$ cat src/rtl/data_mem_controller.sv
// Round-robin responder between NUM_CONSUMERS valid/ready requesters and NUM_CHANNELS memory channels.
// Define DMC_WRITE_EN for the read/write path; the default build is read-only (program memory).
module data_mem_controller #(
    parameter int ADDR_BITS     = 8,
    parameter int DATA_BITS     = 8,
    parameter int NUM_CONSUMERS = 4,
    parameter int NUM_CHANNELS  = 1
) (
    input  logic                     clk,
    input  logic                     reset,
    input  logic [NUM_CONSUMERS-1:0] consumer_read_valid,
    input  logic [ADDR_BITS-1:0]     consumer_read_address [NUM_CONSUMERS],
    output logic [NUM_CONSUMERS-1:0] consumer_read_ready,
    output logic [DATA_BITS-1:0]     consumer_read_data [NUM_CONSUMERS],
    input  logic [NUM_CONSUMERS-1:0] consumer_write_valid,
    input  logic [ADDR_BITS-1:0]     consumer_write_address [NUM_CONSUMERS],
    input  logic [DATA_BITS-1:0]     consumer_write_data [NUM_CONSUMERS],
    output logic [NUM_CONSUMERS-1:0] consumer_write_ready,
    output logic [NUM_CHANNELS-1:0]  mem_read_valid,
    output logic [ADDR_BITS-1:0]     mem_read_address [NUM_CHANNELS],
    input  logic [NUM_CHANNELS-1:0]  mem_read_ready,
    input  logic [DATA_BITS-1:0]     mem_read_data [NUM_CHANNELS],
    output logic [NUM_CHANNELS-1:0]  mem_write_valid,
    output logic [ADDR_BITS-1:0]     mem_write_address [NUM_CHANNELS],
    output logic [DATA_BITS-1:0]     mem_write_data [NUM_CHANNELS],
    input  logic [NUM_CHANNELS-1:0]  mem_write_ready
);

    localparam int                PTR_BITS   = (NUM_CONSUMERS > 1) ? $clog2(NUM_CONSUMERS) : 1;
    localparam logic [PTR_BITS:0] NUM_CONS_W = NUM_CONSUMERS[PTR_BITS:0];
    localparam logic [PTR_BITS:0] PTR_ONE    = {{PTR_BITS{1'b0}}, 1'b1};

`ifdef DMC_WRITE_EN
    typedef enum logic [2:0] {
        S_IDLE        = 3'd0,
        S_READ_WAIT   = 3'd1,
        S_WRITE_WAIT  = 3'd2,
        S_READ_RELAY  = 3'd3,
        S_WRITE_RELAY = 3'd4
    } state_t;
`else
    typedef enum logic [2:0] {
        S_IDLE       = 3'd0,
        S_READ_WAIT  = 3'd1,
        S_READ_RELAY = 3'd3
    } state_t;
`endif

    state_t                  state_q [NUM_CHANNELS];
    state_t                  state_d [NUM_CHANNELS];
    logic [PTR_BITS-1:0]     owner_q [NUM_CHANNELS];
    logic [PTR_BITS-1:0]     owner_d [NUM_CHANNELS];
    logic [NUM_CONSUMERS-1:0] claimed_q, claimed_d;
    logic [PTR_BITS-1:0]     rr_ptr_q, rr_ptr_d;
    logic [NUM_CONSUMERS-1:0] req_s;

    logic [NUM_CHANNELS-1:0]  mem_read_valid_q, mem_read_valid_d;
    logic [ADDR_BITS-1:0]     mem_read_address_q [NUM_CHANNELS];
    logic [ADDR_BITS-1:0]     mem_read_address_d [NUM_CHANNELS];
    logic [NUM_CONSUMERS-1:0] consumer_read_ready_q, consumer_read_ready_d;
    logic [DATA_BITS-1:0]     consumer_read_data_q [NUM_CONSUMERS];
    logic [DATA_BITS-1:0]     consumer_read_data_d [NUM_CONSUMERS];

`ifdef DMC_WRITE_EN
    logic [NUM_CHANNELS-1:0]  mem_write_valid_q, mem_write_valid_d;
    logic [ADDR_BITS-1:0]     mem_write_address_q [NUM_CHANNELS];
    logic [ADDR_BITS-1:0]     mem_write_address_d [NUM_CHANNELS];
    logic [DATA_BITS-1:0]     mem_write_data_q [NUM_CHANNELS];
    logic [DATA_BITS-1:0]     mem_write_data_d [NUM_CHANNELS];
    logic [NUM_CONSUMERS-1:0] consumer_write_ready_q, consumer_write_ready_d;

    assign req_s = consumer_read_valid | consumer_write_valid;
`else
    logic unused_write_s;

    assign req_s = consumer_read_valid;

    // Write-side inputs have no function in the read-only build.
    always_comb begin
        unused_write_s = ^{consumer_write_valid, mem_write_ready};
        for (int i = 0; i < NUM_CONSUMERS; i++) begin
            unused_write_s = unused_write_s ^ (^consumer_write_address[i]) ^ (^consumer_write_data[i]);
        end
    end
`endif

    // Arbitration and per-channel next-state / output computation.
    always_comb begin : next_state_comb
        logic [NUM_CONSUMERS-1:0] taken;
        logic                     found;
        logic                     hit;
        logic [PTR_BITS:0]        sum;
        logic [PTR_BITS:0]        wrap;
        logic [PTR_BITS:0]        nxt;
        logic [PTR_BITS-1:0]      cur;
        logic [PTR_BITS-1:0]      pick;

        state_d               = state_q;
        owner_d               = owner_q;
        claimed_d             = claimed_q;
        rr_ptr_d              = rr_ptr_q;
        mem_read_valid_d      = mem_read_valid_q;
        mem_read_address_d    = mem_read_address_q;
        consumer_read_ready_d = consumer_read_ready_q;
        consumer_read_data_d  = consumer_read_data_q;
`ifdef DMC_WRITE_EN
        mem_write_valid_d      = mem_write_valid_q;
        mem_write_address_d    = mem_write_address_q;
        mem_write_data_d       = mem_write_data_q;
        consumer_write_ready_d = consumer_write_ready_q;
`endif
        taken = {NUM_CONSUMERS{1'b0}};
        found = 1'b0;
        hit   = 1'b0;
        sum   = {(PTR_BITS+1){1'b0}};
        wrap  = {(PTR_BITS+1){1'b0}};
        nxt   = {(PTR_BITS+1){1'b0}};
        cur   = {PTR_BITS{1'b0}};
        pick  = {PTR_BITS{1'b0}};

        for (int ch = 0; ch < NUM_CHANNELS; ch++) begin
            case (state_q[ch])
                S_IDLE: begin
                    // Scan from rr_ptr with explicit wrap so non-power-of-two counts work.
                    found = 1'b0;
                    pick  = {PTR_BITS{1'b0}};
                    for (int k = 0; k < NUM_CONSUMERS; k++) begin
                        sum   = {1'b0, rr_ptr_q} + (PTR_BITS+1)'(k);
                        wrap  = sum - NUM_CONS_W;
                        cur   = (sum >= NUM_CONS_W) ? wrap[PTR_BITS-1:0] : sum[PTR_BITS-1:0];
                        hit   = ~found & ~claimed_q[cur] & ~taken[cur] & req_s[cur];
                        pick  = hit ? cur : pick;
                        found = found | hit;
                    end
                    if (found) begin
                        taken[pick]      = 1'b1;
                        claimed_d[pick]  = 1'b1;
                        owner_d[ch]      = pick;
                        nxt              = {1'b0, pick} + PTR_ONE;
                        rr_ptr_d         = (nxt >= NUM_CONS_W) ? {PTR_BITS{1'b0}} : nxt[PTR_BITS-1:0];
                        if (consumer_read_valid[pick]) begin
                            state_d[ch]            = S_READ_WAIT;
                            mem_read_valid_d[ch]   = 1'b1;
                            mem_read_address_d[ch] = consumer_read_address[pick];
                        end else begin
`ifdef DMC_WRITE_EN
                            state_d[ch]             = S_WRITE_WAIT;
                            mem_write_valid_d[ch]   = 1'b1;
                            mem_write_address_d[ch] = consumer_write_address[pick];
                            mem_write_data_d[ch]    = consumer_write_data[pick];
`else
                            state_d[ch] = S_IDLE;
`endif
                        end
                    end else begin
                        state_d[ch] = S_IDLE;
                    end
                end
                S_READ_WAIT: begin
                    if (mem_read_ready[ch]) begin
                        consumer_read_data_d[owner_q[ch]]  = mem_read_data[ch];
                        consumer_read_ready_d[owner_q[ch]] = 1'b1;
                        mem_read_valid_d[ch]               = 1'b0;
                        state_d[ch]                        = S_READ_RELAY;
                    end else begin
                        mem_read_valid_d[ch] = 1'b1;
                    end
                end
                S_READ_RELAY: begin
                    if (!consumer_read_valid[owner_q[ch]]) begin
                        consumer_read_ready_d[owner_q[ch]] = 1'b0;
                        claimed_d[owner_q[ch]]             = 1'b0;
                        state_d[ch]                        = S_IDLE;
                    end else begin
                        consumer_read_ready_d[owner_q[ch]] = 1'b1;
                    end
                end
`ifdef DMC_WRITE_EN
                S_WRITE_WAIT: begin
                    if (mem_write_ready[ch]) begin
                        consumer_write_ready_d[owner_q[ch]] = 1'b1;
                        mem_write_valid_d[ch]               = 1'b0;
                        state_d[ch]                         = S_WRITE_RELAY;
                    end else begin
                        mem_write_valid_d[ch] = 1'b1;
                    end
                end
                S_WRITE_RELAY: begin
                    if (!consumer_write_valid[owner_q[ch]]) begin
                        consumer_write_ready_d[owner_q[ch]] = 1'b0;
                        claimed_d[owner_q[ch]]              = 1'b0;
                        state_d[ch]                         = S_IDLE;
                    end else begin
                        consumer_write_ready_d[owner_q[ch]] = 1'b1;
                    end
                end
`endif
                default: begin
                    state_d[ch] = S_IDLE;
                end
            endcase
        end
    end

    // State and registered outputs; reset abandons any in-flight transaction.
    always_ff @(posedge clk or posedge reset) begin
        if (reset) begin
            for (int ch = 0; ch < NUM_CHANNELS; ch++) begin
                state_q[ch]            <= S_IDLE;
                owner_q[ch]            <= {PTR_BITS{1'b0}};
                mem_read_address_q[ch] <= {ADDR_BITS{1'b0}};
            end
            for (int i = 0; i < NUM_CONSUMERS; i++) begin
                consumer_read_data_q[i] <= {DATA_BITS{1'b0}};
            end
            claimed_q             <= {NUM_CONSUMERS{1'b0}};
            rr_ptr_q              <= {PTR_BITS{1'b0}};
            mem_read_valid_q      <= {NUM_CHANNELS{1'b0}};
            consumer_read_ready_q <= {NUM_CONSUMERS{1'b0}};
        end else begin
            state_q               <= state_d;
            owner_q               <= owner_d;
            claimed_q             <= claimed_d;
            rr_ptr_q              <= rr_ptr_d;
            mem_read_valid_q      <= mem_read_valid_d;
            mem_read_address_q    <= mem_read_address_d;
            consumer_read_ready_q <= consumer_read_ready_d;
            consumer_read_data_q  <= consumer_read_data_d;
        end
    end

    assign mem_read_valid      = mem_read_valid_q;
    assign mem_read_address    = mem_read_address_q;
    assign consumer_read_ready = consumer_read_ready_q;
    assign consumer_read_data  = consumer_read_data_q;

`ifdef DMC_WRITE_EN
    // Write-path registers.
    always_ff @(posedge clk or posedge reset) begin
        if (reset) begin
            for (int ch = 0; ch < NUM_CHANNELS; ch++) begin
                mem_write_address_q[ch] <= {ADDR_BITS{1'b0}};
                mem_write_data_q[ch]    <= {DATA_BITS{1'b0}};
            end
            mem_write_valid_q      <= {NUM_CHANNELS{1'b0}};
            consumer_write_ready_q <= {NUM_CONSUMERS{1'b0}};
        end else begin
            mem_write_valid_q      <= mem_write_valid_d;
            mem_write_address_q    <= mem_write_address_d;
            mem_write_data_q       <= mem_write_data_d;
            consumer_write_ready_q <= consumer_write_ready_d;
        end
    end

    assign mem_write_valid      = mem_write_valid_q;
    assign mem_write_address    = mem_write_address_q;
    assign mem_write_data       = mem_write_data_q;
    assign consumer_write_ready = consumer_write_ready_q;
`else
    assign mem_write_valid      = {NUM_CHANNELS{1'b0}};
    assign mem_write_address    = '{default: {ADDR_BITS{1'b0}}};
    assign mem_write_data       = '{default: {DATA_BITS{1'b0}}};
    assign consumer_write_ready = {NUM_CONSUMERS{1'b0}};
`endif

endmodule
$ cat config.mk
export PLATFORM = sky130hd
export DESIGN_NAME = data_mem_controller
export DESIGN_NICKNAME = d
export VERILOG_FILES = /design/src/rtl/data_mem_controller.sv
export SDC_FILE = /design/constraint.sdc
export NUM_CORES = 1
export LEC_CHECK = 0
export ABC_AREA = 1
export CAP_MARGIN = 20
export CORE_ASPECT_RATIO = 0.8
export CORE_MARGIN = 2
export CORE_UTILIZATION = 27
export CTS_CLUSTER_DIAMETER = 40
export DETAILED_ROUTE_END_ITERATION = 10
export PLACE_DENSITY_LB_ADDON = 0.12
export SLEW_MARGIN = 5
export SYNTH_ARGS = -nofsm -noshare
export SYNTH_HDL_FRONTEND = slang
export SYNTH_SLANG_ARGS = --single-unit
$ cat constraint.sdc
create_clock -name clk -period 2.5 [get_ports clk]
set_input_delay 0.375 -clock clk [delete_from_list [all_inputs] [get_ports clk]]
set_output_delay 0.375 -clock clk [all_outputs]
set_load 0.05 [all_outputs]
==> impl_metrics.py, run 1 <==
metrics = {
    "status": {
        "status": "finished, final reports clean",
    },
    "sta": {
        "finalCritPeriodShare": 0.8782,
        "rsz0062_at_grt": "false",
        "worst_slew_pin_slew_ps": 540.3,
        "fin_tns_setup_ps": 0,
        "finalMaxSlewViolations": 0,
        "hold_viol_final": 0,
        "fmax_mhz": 455.5,
        "fin_crit_ps": 2195,
        "timing.hold.ws_ps": 414.1,
        "relSlewSlack": 0.6387,
        "setup_viol": 0,
        "worst_clock_skew_ps": 6.003,
        "fin_ws_ps": 304.6,
    },
    "cts": {
        "htree_levels": 2,
        "clk_pin_slew_ps": 80,
        "cts_tree": "done",
        "cts_post_setup_buffers_inserted": 0,
        "clock-sinks": 55,
        "cts_hold_buf": 0,
        "clk_path_buf_depth": 2,
        "insertion_delay_ps": 290,
        "cts_root_buffer": "clkbuf_16",
        "cts_made_buffers": 5,
        "ctsResizeCount": 0,
    },
    "placed_design": {
        "port_buffers": 91,
        "placed_area_mm2": 0.004153,
        "gp_congestion": 0.7846,
        "dp.cells": 637,
        "place_ws_ps": 82.08,
        "dp_hpwl_um": 6325,
    },
    "pwr": {
        "clockPowerShare": 0.100,
        "pwr-share-seq": 0.217,
        "swShare": 0.5429,
        "leakage_uw": 0.002106,
        "p_switching_uw": 3918,
        "internal-power_uw": 3298,
        "ir_drop_v": 0.0005244,
        "powerDensity_mw_per_mm2": 1677,
        "power_frac_comb": 0.683,
    },
    "logic_synthesis": {
        "syn_inst": 401,
        "synth_edf_count": 0,
        "synth_compound_area_frac": 0.1116,
        "yosysWarnings": 0,
        "synth-main-ff-cell": "dfrtp_1",
        "yosysTopAreaCell": "dfrtp_1",
        "yosysUniqueCellTypes": 30,
        "synthArstFlopShare": 1.000,
        "synth.top_cells.by_area": "dfrtp_1, nand2_1, o21ai_0",
        "ys_seq_elements": 55,
        "syn_area_per_cell_um2": 7.829,
        "synth_xor_area_frac": 0,
        "synth-seq-area-share": 0.4384,
        "syn_area_mm2": 0.003139,
        "yosysTopAreaCellShare": 0.4384,
        "synth_top_family_by_area": "simple AND/OR/NAND/NOR gates",
        "synthAdderAreaFrac": 0.02790,
        "muxShareOfSynthArea": 0,
        "synth-simple-area-share": 0.3037,
    },
    "worst_setup_path": {
        "cp.required_ps": 2670,
        "cp_max_fo": 19,
        "worst-setup-path-type": "flip-flop to flip-flop",
        "crit_path_top_delay_cell": "dfrtp_1",
        "start_kind": "flip-flop",
        "worst_setup_path_end_kind": "flip-flop",
        "critPathTopFamily": "simple AND/OR/NAND/NOR gates",
        "crit_chain": "inv_4, nand2_1, nand2_1, nand2_1, nand2_1, nand3_2, nand3_4, nand2_8, inv_2, ha_1, o21ai_0, o21ai_0",
        "path_buf_inv": 2,
        "critical_path.max_stage_delay_ps": 630,
        "crit_path_frequent_cell": "nand2_1",
        "arrival_ps": 2370,
    },
    "finish": {
        "diodes": 0,
        "multi_input_area_mm2": 0.001470,
        "area_delta_synth_final_pct": 37.11,
        "nets": 619,
        "seq_area_mm2": 0.001376,
        "n_fill_cell": 1209,
        "instances_no_fill": 645,
        "fin_area_mm2": 0.004304,
        "drive_gt1_frac": 0.09457,
    },
    "flow_run": {
        "drv_cap": 0,
    },
    "route": {
        "drt-initial-drc-count": 111,
        "drc": 0,
        "drt-pass1-iter-count": 4,
        "wl_per_cell_um": 12.74,
        "ant_nets": 0,
        "vias_per_cell": 4.298,
        "vias": 2772,
        "routed_wl_um": 8217,
    },
    "global_routing": {
        "grt_pass1_wl_um": 13880,
        "grt_pass1_vias": 2777,
        "grt-ovfl-total": 0,
        "grt_usage": 0.1368,
        "grt_max_degree": 37,
        "grt_antenna_before_repair": 0,
    },
    "floorplan": {
        "start_util": 0.2747,
        "rows": 35,
        "die_w_um": 124.6,
        "core_area_mm2": 0.01143,
        "die_y_um": 100.4,
        "ios": 182,
        "dieArea_mm2": 0.01251,
    },
    "hold_path": {
        "min_path_type": "input port to async pin",
    },
}
synthesized netlist by cell type (2+ instances only):
library cell / count
nand2_1: 135
dfrtp_1: 55
o21ai_0: 41
inv_1: 33
nand3_1: 24
buf_4: 21
nor2_1: 20
a21oi_1: 18
nand2_2: 13
ha_1: 7
clkbuf_1: 4
buf_2: 3
nand2_4: 3
nand3_2: 3
nand3_4: 3
a21oi_2: 2
buf_6: 2
inv_2: 2
through the flow:
step / utilization / total power (µW)
5_1_grt: 0.3766 / 7898
4_1_cts: 0.3766 / 7315
3_3_place_gp: 0.3633 / 6528
6_report: 0.3766 / 7216
2_1_floorplan: - / 5187
3_5_place_dp: 0.3633 / 6551
sequential cells by signal, summed over array words and instances, names as in the netlist, named ones only:
register,count
mem_read_address,8
owner_q,2
rr_ptr_q,2
claimed_q,4
mem_read_valid,1
consumer_read_data,32
state_q,2
worst reg2reg max path, stage by stage (launching register included):
cell and delay (ps):
dfrtp_1 630, inv_4 110, nand2_1 160, nand2_1 120, nand2_1 70, nand2_1 70
nand3_2 100, nand3_4 100, nand2_8 190, inv_2 70, ha_1 220, o21ai_0 140
o21ai_0 100
worst paths after layout:
| kind | slack [ps] | depth (start not counted) | startpoint | to |
|---|---|---|---|---|
| setup / recovery | 300 | 12 | rr_ptr_q[0] | claimed_q[3] |
| hold / removal | 410 | 2 | reset | mem_read_address[0] |
| setup reg to reg | 300 | 12 | rr_ptr_q[0] | claimed_q[3] |
| hold reg to reg | 480 | 2 | consumer_read_data[30] | consumer_read_data[30] |
| max in group asynchronous | 1540 | 3 | reset | consumer_read_data[1] |
| min in group clk | 480 | 2 | consumer_read_data[30] | consumer_read_data[30] |
kinds of logic after synthesis:
logic type,Yosys count
DFF,55
AOI/OAI and AO/OA,66
and+or+nand+nor,205
buffers and inverters,67
other,1
adders and majority gates,7
metal layers:
| metal | GRT usage | routed length (µm) | vias to the layer above | share of wire |
|---|---|---|---|---|
| met5 | 0 | 0 | - | 0 |
| met4 | 0.02766 | 65 | 0 | 0.0079 |
| met3 | 0.03465 | 511 | 5 | 0.062 |
| met2 | 0.2068 | 3505 | 81 | 0.43 |
| met1 | 0.1989 | 4134 | 1268 | 0.50 |
| li1 | - | - | 1418 | - |
cells in the final DEF, fill, tap and decap left out, drive strengths merged:
| master | n |
|---|---|
| nand2 | 152 |
| clkdlybuf4s50 | 91 |
| dfrtp | 55 |
| o21ai | 43 |
| inv | 38 |
| nand3 | 30 |
| conb | 21 |
| nor2 | 21 |
| a21oi | 20 |
| buf | 8 |
| ha | 7 |
| clkbuf | 5 |
| nor4 | 1 |
| o211a | 1 |
| o22ai | 1 |
| nand3b | 1 |
| o21bai | 1 |
| clkinv | 1 |
power groups by stage:
stage	registers, µW	clock network (µW)	logic [µW]
detailed placement	1580	0	4970
floorplan	2680	0	2510
finish	1570	723	4930
CTS	1570	750	5000
global route	1630	787	5480
global placement	1580	0	4950
area by class of cell:
| class | instances | area share |
|---|---|---|
| Multi-Input combinational cell | 299 | 0.3416 |
| Sequential cell | 55 | 0.3198 |
| Timing Repair Buffer | 99 | 0.2285 |
| Tap cell | 148 | 0.04302 |
| Inverter | 36 | 0.03198 |
| Clock buffer | 5 | 0.02907 |
| Clock inverter | 3 | 0.006105 |
Note: power is estimated with default switching activity, not from simulation.
==> inputs of run 2 (changes only) <==
- GPL_TIMING_DRIVEN: unset -> 0
==> run 2 against run 1 <==
  * Worst hold slack better by 24 ps
  * Global-route usage up 0.86 points
  * Flip-flop and latch count unchanged
  * Via count grew 4.4%
  * Setup slack got worse by 47 ps
  * Clock power increased by 11%
  * Final cell count up 3.7%
  * First-iteration DRC count grew 56%
  * Sequential power hardly changed
  * Register-to-register slack barely moved
  * Count of clock-buffer cells in the layout unchanged
  * Critical path type is now input port to flip-flop
  * Highest routed layer unchanged
==> impl_metrics.py, run 2 (synthesis gave the netlist of run 1 again) <==
metrics = {
    "status": {
        "status": "finished, final reports clean",
    },
    "floorplan": {
        "die_y_um": 100.4,
        "dieArea_mm2": 0.01251,
        "start_util": 0.2747,
        "die_w_um": 124.6,
        "rows": 35,
        "core_area_mm2": 0.01143,
        "ios": 182,
    },
    "worst_setup_path": {
        "critPathTopFamily": "buffers and inverters",
        "crit_chain": "clkdlybuf4s50_1, nand2_1, nand2_1, nand2_1, o21ai_2, nand3_4, nand2_4, nand2_8, buf_12, inv_2, ha_1, o21ai_0, o21ai_0",
        "arrival_ps": 2450,
        "r2r-end": "claimed_q[3]",
        "cp_max_fo": 11,
        "worst-setup-path-type": "input port to flip-flop",
        "crit_path_frequent_cell": "nand2_1",
        "r2r_slack_ps": 310,
        "r2r_start": "rr_ptr_q[0]",
        "path_buf_inv": 3,
        "start_kind": "input port",
        "worst_setup_path_end_kind": "flip-flop",
        "r2r_cells": 14,
        "cp.required_ps": 2710,
        "crit_path_top_delay_cell": "clkdlybuf4s50_1",
        "critical_path.max_stage_delay_ps": 540,
    },
    "finish": {
        "n_fill_cell": 1182,
        "nets": 643,
        "drive_gt1_frac": 0.1286,
        "area_delta_synth_final_pct": 43.56,
        "multi_input_area_mm2": 0.001478,
        "layout_common_cells": "nand2_1, clkdlybuf4s50_1, dfrtp_1, o21ai_0, inv_1",
        "fin_util": 0.3943,
        "layout_commonest_cell": "nand2_1",
        "fin_area_mm2": 0.004507,
        "diodes": 0,
        "instances_no_fill": 669,
        "largest_reg_flops": 32,
        "seq_area_mm2": 0.001376,
    },
    "cts": {
        "cts_made_buffers": 5,
        "cts_root_buffer": "clkbuf_16",
        "cts_hold_buf": 0,
        "htree_levels": 2,
        "cts_tree": "done",
        "clk_path_buf_depth": 2,
        "insertion_delay_ps": 290,
        "clk_pin_slew_ps": 70,
        "clock-sinks": 55,
    },
    "global_routing": {
        "grt_max_degree": 35,
        "grt_pass1_vias": 2942,
        "grt_usage": 0.1454,
        "grt_pass1_wl_um": 14760,
        "grt-ovfl-total": 0,
        "grt_antenna_before_repair": 0,
    },
    "placed_design": {
        "dp_hpwl_um": 6692,
        "port_buffers": 91,
        "dp.cells": 661,
        "placed_area_mm2": 0.004330,
        "gp_congestion": 0.8239,
    },
    "sta": {
        "finalCritPeriodShare": 0.8968,
        "fin_crit_ps": 2242,
        "finalMaxSlewViolations": 0,
        "worst_clock_skew_ps": 6.509,
        "fin_tns_setup_ps": 0,
        "hold_viol_final": 0,
        "worst_slew_pin_slew_ps": 536.8,
        "fmax_mhz": 446.0,
        "relSlewSlack": 0.6410,
        "rsz0062_at_grt": "false",
        "setup_viol": 0,
    },
    "flow_run": {
        "drv_cap": 0,
    },
    "pwr": {
        "internal-power_uw": 3452,
        "p_switching_uw": 3930,
        "powerDensity_mw_per_mm2": 1638,
        "power_frac_comb": 0.680,
        "leakage_uw": 0.002234,
        "power.total_uw": 7381,
        "swShare": 0.5324,
        "clockPowerShare": 0.109,
        "pwr-share-seq": 0.211,
        "ir_drop_v": 0.0005875,
    },
    "route": {
        "drt-initial-drc-count": 173,
        "drc": 0,
        "wl_per_cell_um": 12.90,
        "vias_per_cell": 4.326,
        "routed_wl_um": 8630,
        "drt-pass1-iter-count": 4,
        "ant_nets": 0,
        "vias": 2894,
    },
    "hold_path": {
        "min_path_type": "input port to async pin",
    },
}
[run 2: changes by cell type in the layout (fill, tap and decap cells not counted)]
cell       change
buf_4         +14
clkbuf_1       +4
buf_2          +3
buf_6          +2
inv_6          -2
a21oi_2        -1
a21oi_4        +1
buf_12         +1
bufinv_16      +1
clkinv_2       +1
[run 2: through the flow]
stage / setup WS (ps) / hold slack, ps
2_1_floorplan: 557.8 / 491.7
3_3_place_gp: -335.6 / 464.0
3_5_place_dp: -132.2 / 466.8
4_1_cts: 168.4 / 461.3
5_1_grt: 109.1 / 488.6
6_report: 258.0 / 438.2
[run 2: how the worst max path moves through the flow]
stage / cells past startpoint / slack [ps] / end / from
after CTS: 12 / 170 / claimed_q[3] / consumer_read_valid[3]
after global routing: 13 / 110 / claimed_q[3] / rr_ptr_q[0]
after global placement: 2 / -340 / async pin / reset
after floorplan: 13 / 560 / rr_ptr_q[1] / rr_ptr_q[0]
after detailed placement: 12 / -130 / claimed_q[3] / consumer_read_valid[3]
final: 13 / 260 / claimed_q[3] / consumer_read_valid[2]
[run 2: layer usage]
metal,wire (µm),global-route usage
met1,4425,0.2155
met2,3731,0.2261
met3,406,0.02239
met4,66,0.02852
met5,0,0
[run 2: timing repair]
action	CTS	global route
buffers inserted	0	0
gates resized for setup	0	1
endpoints found under the setup margin	0	3
[run 2: power by group through the flow]
stage                     logic, µW  clock network [µW]  registers (µW)
after global routing           5580                 863            1620
final                          5020                 803            1560
after global placement         5030                   0            1560
after detailed placement       5060                   0            1570
after floorplan                2510                   0            2680
after CTS                      5080                 831            1560
[run 2: final cells by class]
class                      instances  share of cell area
tap                              148             0.04109
clock buffer                       5             0.02776
timing repair buffer              92              0.2066
clock inverter                     3            0.009717
sequential                        55              0.3054
buffer                            31             0.05108
inverter                          36             0.03054
multi-input combinational        299              0.3279
[run 2: worst register-to-register path, delay by kind of cell (launching register included)]
kind | cells | cell delay (ps)
buffers and inverters | 4 | 470
DFF | 1 | 380
and+or+nand+nor | 6 | 700
adders and majority gates | 1 | 180
AOI/OAI and AO/OA | 3 | 370
